[src/rtl/la_acq_if.sv]
// Sample stream bundle for la_acq: the digital-input side (sti_*) and the
// capture-buffer side (sto_*). The controller uses the slave modport.
interface la_acq_if #(
   parameter int DW = 16
);
   logic [DW-1:0] sti_dat;
   logic          sti_vld;
   logic          sti_rdy;
   logic [DW-1:0] sto_dat;
   logic          sto_vld;
   logic          sto_lst;
   logic          sto_rdy;

   modport slave (
      input  sti_dat, sti_vld, sto_rdy,
      output sti_rdy, sto_dat, sto_vld, sto_lst
   );

   modport master (
      output sti_dat, sti_vld, sto_rdy,
      input  sti_rdy, sto_dat, sto_vld, sto_lst
   );
endinterface

[src/rtl/la_acq.sv]
// Logic-analyzer acquisition controller: pre-trigger / armed / post-trigger
// windowing of the sample stream. Optional automatic mode: LA_ACQ_AUTO_EN.
module la_acq #(
   parameter int DW = 16,
   parameter int CW = 32,
   parameter int TN = 4
) (
   input  logic          clk,
   input  logic          rst,
   input  logic          ctl_rst,
   input  logic          ctl_acq,
   input  logic          ctl_stp,
   input  logic [TN-1:0] cfg_trg,
   input  logic [CW-1:0] cfg_pre,
   input  logic [CW-1:0] cfg_pst,
   input  logic          cfg_aut,
   input  logic [TN-1:0] trg_i,
   output logic          trg_o,
   output logic          sts_acq,
   output logic          sts_trg,
   output logic [CW-1:0] sts_pre,
   output logic [CW-1:0] sts_pst,
   la_acq_if.slave       strm
);

   typedef enum logic [1:0] {IDLE, PRE, ARM, POST} state_t;

   localparam logic [CW-1:0] ONE = {{(CW-1){1'b0}}, 1'b1};

   state_t        state;
   state_t        state_next;
   logic [CW-1:0] pre_lat;
   logic [CW-1:0] pst_lat;
   logic [CW-1:0] pre_sum;
   logic [CW-1:0] pst_sum;
   logic          acc;
   logic          trig;
   logic          auto_go;
   logic          start;
   logic          stop;
   logic          fire;
   logic          last;
   logic          pre_inc;
   logic          pst_inc;

`ifdef LA_ACQ_AUTO_EN
   assign auto_go = cfg_aut;
`else
   logic unused_aut;
   assign unused_aut = cfg_aut;
   assign auto_go    = 1'b0;
`endif

   // Samples offered while idle are swallowed so the sampler never stalls.
   assign strm.sti_rdy = (state == IDLE) ? 1'b1 : (~strm.sto_vld | strm.sto_rdy);
   assign acc          = strm.sti_vld & strm.sti_rdy & (state != IDLE);
   assign trig         = (|(trg_i & cfg_trg)) | auto_go;
   assign pre_sum      = (sts_pre == {CW{1'b1}}) ? sts_pre : sts_pre + ONE;
   assign pst_sum      = sts_pst + ONE;

   always_ff @(posedge clk or posedge rst) begin
      if (rst) begin
         state <= IDLE;
      end else begin
         state <= state_next;
      end
   end

   // In automatic mode the window jumps straight to POST at the point it
   // would have armed, so the run spans exactly pre + post samples.
   always_comb begin
      state_next = state;
      start      = 1'b0;
      stop       = 1'b0;
      fire       = 1'b0;
      last       = 1'b0;
      pre_inc    = 1'b0;
      pst_inc    = 1'b0;
      if (ctl_rst) begin
         state_next = IDLE;
      end else if (ctl_stp) begin
         if (state != IDLE) begin
            stop       = 1'b1;
            state_next = IDLE;
         end
      end else begin
         case (state)
            IDLE: begin
               if (ctl_acq) begin
                  start = 1'b1;
                  if (cfg_pre != '0) begin
                     state_next = PRE;
                  end else if (auto_go) begin
                     fire       = 1'b1;
                     state_next = POST;
                  end else begin
                     state_next = ARM;
                  end
               end
            end
            PRE: begin
               if (acc) begin
                  pre_inc = 1'b1;
                  if (pre_sum == pre_lat) begin
                     if (auto_go) begin
                        fire       = 1'b1;
                        state_next = POST;
                     end else begin
                        state_next = ARM;
                     end
                  end
               end
            end
            ARM: begin
               pre_inc = acc;
               if (trig) begin
                  fire       = 1'b1;
                  state_next = POST;
               end
            end
            POST: begin
               if (acc) begin
                  pst_inc = 1'b1;
                  if (pst_sum == pst_lat) begin
                     last       = 1'b1;
                     state_next = IDLE;
                  end
               end
            end
            default: state_next = IDLE;
         endcase
      end
   end

   // Status, latched configuration and the single-entry output register.
   // A stop tags whatever sample ends up held so the writer sees a closed run.
   always_ff @(posedge clk or posedge rst) begin
      if (rst) begin
         pre_lat      <= '0;
         pst_lat      <= '0;
         sts_pre      <= '0;
         sts_pst      <= '0;
         sts_trg      <= 1'b0;
         sts_acq      <= 1'b0;
         trg_o        <= 1'b0;
         strm.sto_dat <= {DW{1'b0}};
         strm.sto_vld <= 1'b0;
         strm.sto_lst <= 1'b0;
      end else if (ctl_rst) begin
         pre_lat      <= '0;
         pst_lat      <= '0;
         sts_pre      <= '0;
         sts_pst      <= '0;
         sts_trg      <= 1'b0;
         sts_acq      <= 1'b0;
         trg_o        <= 1'b0;
         strm.sto_dat <= {DW{1'b0}};
         strm.sto_vld <= 1'b0;
         strm.sto_lst <= 1'b0;
      end else begin
         trg_o <= fire;
         if (start) begin
            pre_lat <= cfg_pre;
            pst_lat <= (cfg_pst == '0) ? ONE : cfg_pst;
            sts_pre <= '0;
            sts_pst <= '0;
            sts_trg <= 1'b0;
            sts_acq <= 1'b1;
         end
         if (stop || last) begin
            sts_acq <= 1'b0;
         end
         if (pre_inc) begin
            sts_pre <= pre_sum;
         end
         if (pst_inc) begin
            sts_pst <= pst_sum;
         end
         if (fire) begin
            sts_trg <= 1'b1;
         end
         if (acc) begin
            strm.sto_dat <= strm.sti_dat;
            strm.sto_vld <= 1'b1;
            strm.sto_lst <= last | stop;
         end else if (stop && strm.sto_vld && !strm.sto_rdy) begin
            strm.sto_lst <= 1'b1;
         end else if (strm.sto_rdy) begin
            strm.sto_vld <= 1'b0;
            strm.sto_lst <= 1'b0;
         end
      end
   end

endmodule

[src/flat_wrapper.sv]
// flat-port wrapper written by rule: the top's interface ports become plain ports
module la_acq_flat 
#(
   parameter int DW = 16,
   parameter int CW = 32,
   parameter int TN = 4
)
  (clk, rst, ctl_rst, ctl_acq, ctl_stp, cfg_trg, cfg_pre, cfg_pst, cfg_aut, trg_i, trg_o, sts_acq, sts_trg, sts_pre, sts_pst, strm_sti_dat, strm_sti_vld, strm_sto_rdy, strm_sti_rdy, strm_sto_dat, strm_sto_vld, strm_sto_lst);
  la_acq_if #(.DW(DW)) strm_i ();
  input  logic clk;
  input  logic rst;
  input  logic ctl_rst;
  input  logic ctl_acq;
  input  logic ctl_stp;
  input  logic [TN-1:0] cfg_trg;
  input  logic [CW-1:0] cfg_pre;
  input  logic [CW-1:0] cfg_pst;
  input  logic cfg_aut;
  input  logic [TN-1:0] trg_i;
  output logic trg_o;
  output logic sts_acq;
  output logic sts_trg;
  output logic [CW-1:0] sts_pre;
  output logic [CW-1:0] sts_pst;
  input wire logic [$bits(strm_i.sti_dat)-1:0] strm_sti_dat;
  input wire logic [$bits(strm_i.sti_vld)-1:0] strm_sti_vld;
  input wire logic [$bits(strm_i.sto_rdy)-1:0] strm_sto_rdy;
  output wire logic [$bits(strm_i.sti_rdy)-1:0] strm_sti_rdy;
  output wire logic [$bits(strm_i.sto_dat)-1:0] strm_sto_dat;
  output wire logic [$bits(strm_i.sto_vld)-1:0] strm_sto_vld;
  output wire logic [$bits(strm_i.sto_lst)-1:0] strm_sto_lst;
  assign strm_i.sti_dat = strm_sti_dat;
  assign strm_i.sti_vld = strm_sti_vld;
  assign strm_i.sto_rdy = strm_sto_rdy;
  assign strm_sti_rdy = strm_i.sti_rdy;
  assign strm_sto_dat = strm_i.sto_dat;
  assign strm_sto_vld = strm_i.sto_vld;
  assign strm_sto_lst = strm_i.sto_lst;
  la_acq #(.DW(DW), .CW(CW), .TN(TN)) u_core (.clk(clk), .rst(rst), .ctl_rst(ctl_rst), .ctl_acq(ctl_acq), .ctl_stp(ctl_stp), .cfg_trg(cfg_trg), .cfg_pre(cfg_pre), .cfg_pst(cfg_pst), .cfg_aut(cfg_aut), .trg_i(trg_i), .trg_o(trg_o), .sts_acq(sts_acq), .sts_trg(sts_trg), .sts_pre(sts_pre), .sts_pst(sts_pst), .strm(strm_i));
endmodule
[config.mk]
export PLATFORM = sky130hd
export DESIGN_NAME = la_acq_flat
export DESIGN_NICKNAME = d
export VERILOG_FILES = /design/src/rtl/la_acq_if.sv /design/src/rtl/la_acq.sv /design/src/flat_wrapper.sv
export SDC_FILE = /design/constraint.sdc
export NUM_CORES = 1
export LEC_CHECK = 0
export CAP_MARGIN = 20
export CORE_MARGIN = 3
export CORE_UTILIZATION = 30
export DETAILED_ROUTE_END_ITERATION = 10
export PLACE_DENSITY = 0.49
export SLEW_MARGIN = 20
export SYNTH_ARGS = -nofsm -noshare
export SYNTH_HDL_FRONTEND = slang
export SYNTH_SLANG_ARGS = --single-unit
[constraint.sdc]
create_clock -name clk -period 10.35 [get_ports clk]
set_input_delay 2.07 -clock clk [delete_from_list [all_inputs] [get_ports clk]]
set_output_delay 2.07 -clock clk [all_outputs]
set_load 0.005 [all_outputs]
==> results by group <==
Status
  • Status: completed

Global route
  • Overall Global Routing Usage: 19.53%
  • Initial antenna violation count: 0
  • Vias in the first global route: 8,936
  • Largest net degree at the start of global routing: 100
  • Wire length of the first global-routing pass: 51,980 um
  • Grt total ovfl: 0

Detailed routing
  • DRT iter0 DRCs: 658
  • Detailed Routing Iterations Pass 1: 5
  • Routed WL per cell: 19.36 um
  • DR vias: 9,216
  • Vias/cell: 5.402
  • Total Routed Length: 33,020 um
  • Drt drc: 0
  • Routed Antenna Nets: 0

Critical path
  • Start of the worst register-to-register path: u_core.sts_pre[0]
  • Crit path capture type: output port
  • CP arrival: 3190 ps
  • Reg2reg path depth: 10
  • R2R setup slack: 6220 ps
  • Setup CP Type: in2out
  • Required @ worst endpoint: 8280 ps
  • CP startpoint: strm_sto_rdy
  • Startpoint Class: primary input
  • Setup crit end: strm_sti_rdy
  • RR Endpoint: u_core.state[1]
  • Max FO, Critical Path: 4

Cells and area
  • Fin area: 12,130 sq um
  • Fraction of layout cells with a size suffix above 1: 5.420%
  • Area grow syn2layout: 28.01%
  • Nets: 1,400
  • Final Non-Filler Cells: 1,706
  • # diodes: 0

Timing
  • Final period util: 50.81%
  • Max Slew Vio Count: 0
  • Fmax: 190.1 MHz
  • Worst rel slew slack: 29.25%
  • Post-Route Setup TNS: 0 ps
  • Min Clock Period, post-route: 5259 ps
  • Final worst slack: 5091 ps
  • Setup Viol. Count Final: 0
  • RSZ-0062 raised after global routing: no
  • Worst Max-Slew Pin Slew: 1061 ps
  • Final Skew: 18.20 ps
  • Final Hold Viols: 0

Logic synthesis
  • Share of the synthesized area in the top cell type: 39.87%
  • Synth warn: 0
  • Yosys cell types: 70
  • Seq/Total Area, Yosys: 39.87%
  • Mapped Cells: 1,167
  • Ranking of synthesized cells by area: dfrtp_1, nand2_1, xnor2_1
  • Yosys reg bits: 151
  • Commonest register cell after synthesis: dfrtp_1
  • Avg Cell Area, Syn: 8.122 sq um
  • Post-synthesis cell area: 9478 sq um
  • Syn nets: 1,270
  • EDFF count, synth: 0
  • Yosys top cell by area: dfrtp_1
  • Async SR Flop Fraction: 100.0%

CTS
  • Postcts setup bufs: 0
  • CTS Buffer Depth: 2
  • Post_cts resized: 0
  • CTS sink cnt: 151
  • CTS tree: done
  • Inserted Clock Buffers: 17
  • Root buffer cell: clkbuf_16
  • CTS HTree Levels: 4
  • Worst-skew pair later-pin latency: 440 ps
  • Hold_buf cts: 0
  • Worst-path clk slew: 60 ps

Die
  • Std-Cell Core Area: 30,830 sq um
  • Die height: 183.7 um
  • Die footprint: 33,760 sq um
  • Die width: 183.7 um
  • Row count: 64
  • Io pins: 182
  • Starting Density: 30.74%

Job
  • Max Cap Viol: 0

Power and ir drop
  • Maximum vdd drop: 0.0001128 V
  • Leakage: 4.714 nW
  • Cell Pwr Density: 114.4 nW/um^2

Place
  • PortBufs: 180
  • Final GP Congestion: 0.9065
  • Area of placed instances: 11,570 sq um
  • HPWL Detailed: 23,670 um
  • Cells after DPL: 1,674
  • Post-Place Setup Slack: 5084 ps

Worst hold path
  • Worst min-delay path category: reg2reg
## cell usage in the layout, fill, tap and decap left out, types with 7 or more instances in the layout
cell type	n
nand3_1	38
nor3_1	22
o21ai_0	89
and3_1	15
or4_1	12
clkdlybuf4s50_1	179
nand2_1	247
and4_1	8
o31ai_1	26
o211ai_1	8
dfrtp_1	151
inv_1	13
xor2_1	35
ha_1	7
a21oi_1	105
nor4_1	32
clkbuf_16	17
nor2_1	55
xnor2_1	63
nand4_1	32
buf_4	13
## power by group
| group | leakage, nW | internal, mW | total [mW] | switching [mW] |
|---|---|---|---|---|
| logic | 2.38 | 0.0742 | 0.165 | 0.0909 |
| clock network | 0.251 | 0.337 | 0.603 | 0.266 |
| registers | 2.09 | 0.605 | 0.620 | 0.0149 |
| total | 4.71 | 1.02 | 1.39 | 0.371 |
## worst min path at each step
| stage | depth (start not counted) | end | from | slack (ps) |
|---|---|---|---|---|
| 5_1_grt | 1 | u_core.sts_trg | u_core.sts_trg | 530 |
| 3_5_place_dp | 1 | u_core.sts_trg | u_core.sts_trg | 470 |
| 4_1_cts | 1 | u_core.sts_trg | u_core.sts_trg | 500 |
| 3_3_place_gp | 1 | u_core.sts_trg | u_core.sts_trg | 480 |
| 6_report | 1 | u_core.sts_trg | u_core.sts_trg | 500 |
| 2_1_floorplan | 1 | u_core.sts_trg | u_core.sts_trg | 470 |
## metrics by stage
step           utilization [%]  hold WS, ps  total power [mW]
5_1_grt                  39.35        530.6             1.443
3_3_place_gp             37.53        475.5            0.7975
4_1_cts                  39.33        501.9             1.408
3_5_place_dp             37.53        473.5            0.7983
6_report                 39.35        499.7             1.388
2_1_floorplan                -        473.5            0.7140
## sequential cells by signal (all words and copies together), names as in the netlist
register             flops
u_core.pre_lat          32
u_core.pst_lat          32
u_core.state             2
u_core.strm.sto_dat     16
u_core.strm.sto_lst      1
u_core.strm.sto_vld      1
u_core.sts_acq           1
u_core.sts_pre          32
u_core.sts_pst          32
u_core.sts_trg           1
u_core.trg_o             1
## cell usage after synthesis (9+ instances only)
master	instances
nand2_1	247
xor2_1	35
nor2_1	56
or4_1	12
a21oi_1	106
inv_1	14
clkbuf_1	63
nor3_1	23
xnor2_1	63
nand4_1	32
buf_2	9
nand3_1	39
o31ai_1	26
nor4_1	33
and3_1	15
o21ai_0	89
dfrtp_1	151
## routing by layer
layer | vias to the layer above | GRT usage, % | part of all wire, %
met5 | - | 0 | 0
met4 | 0 | 4.929 | 1.6
met3 | 32 | 3.146 | 4.2
met2 | 251 | 30.81 | 46
met1 | 4496 | 28.06 | 48
li1 | 4437 | - | -
## area by class of cell
class | count | area [sq um]
clock buffer | 21 | 450.4
clock inverter | 11 | 102.6
fill | 3157 | 18700
inverter | 14 | 57.56
multi-input combinational | 921 | 5359
sequential | 151 | 3779
tap | 396 | 495.5
timing repair buffer | 192 | 1889
## cells by family (layout without fill, tap and decap cells)
| kind of cell | after synthesis | after routing | share of synthesized area, % |
|---|---|---|---|
| AO/OA/AOI/OAI | 296 | 296 | 18.79 |
| XOR/XNOR | 100 | 100 | 9.544 |
| adder cells (fa/ha/maj) | 7 | 7 | 0.9241 |
| multiplexers | 5 | 5 | 0.5545 |
| AND/OR/NAND/NOR | 513 | 513 | 26.28 |
| buffers and inverters | 95 | 238 | 4.040 |
| flip-flops | 151 | 151 | 39.87 |
## worst max-delay path: stages
cell and delay, ps:
clkdlybuf4s50_1 460, inv_1 80, nand3_1 80, clkdlybuf4s50_1 500
Note: power is estimated with default switching activity, not from simulation.
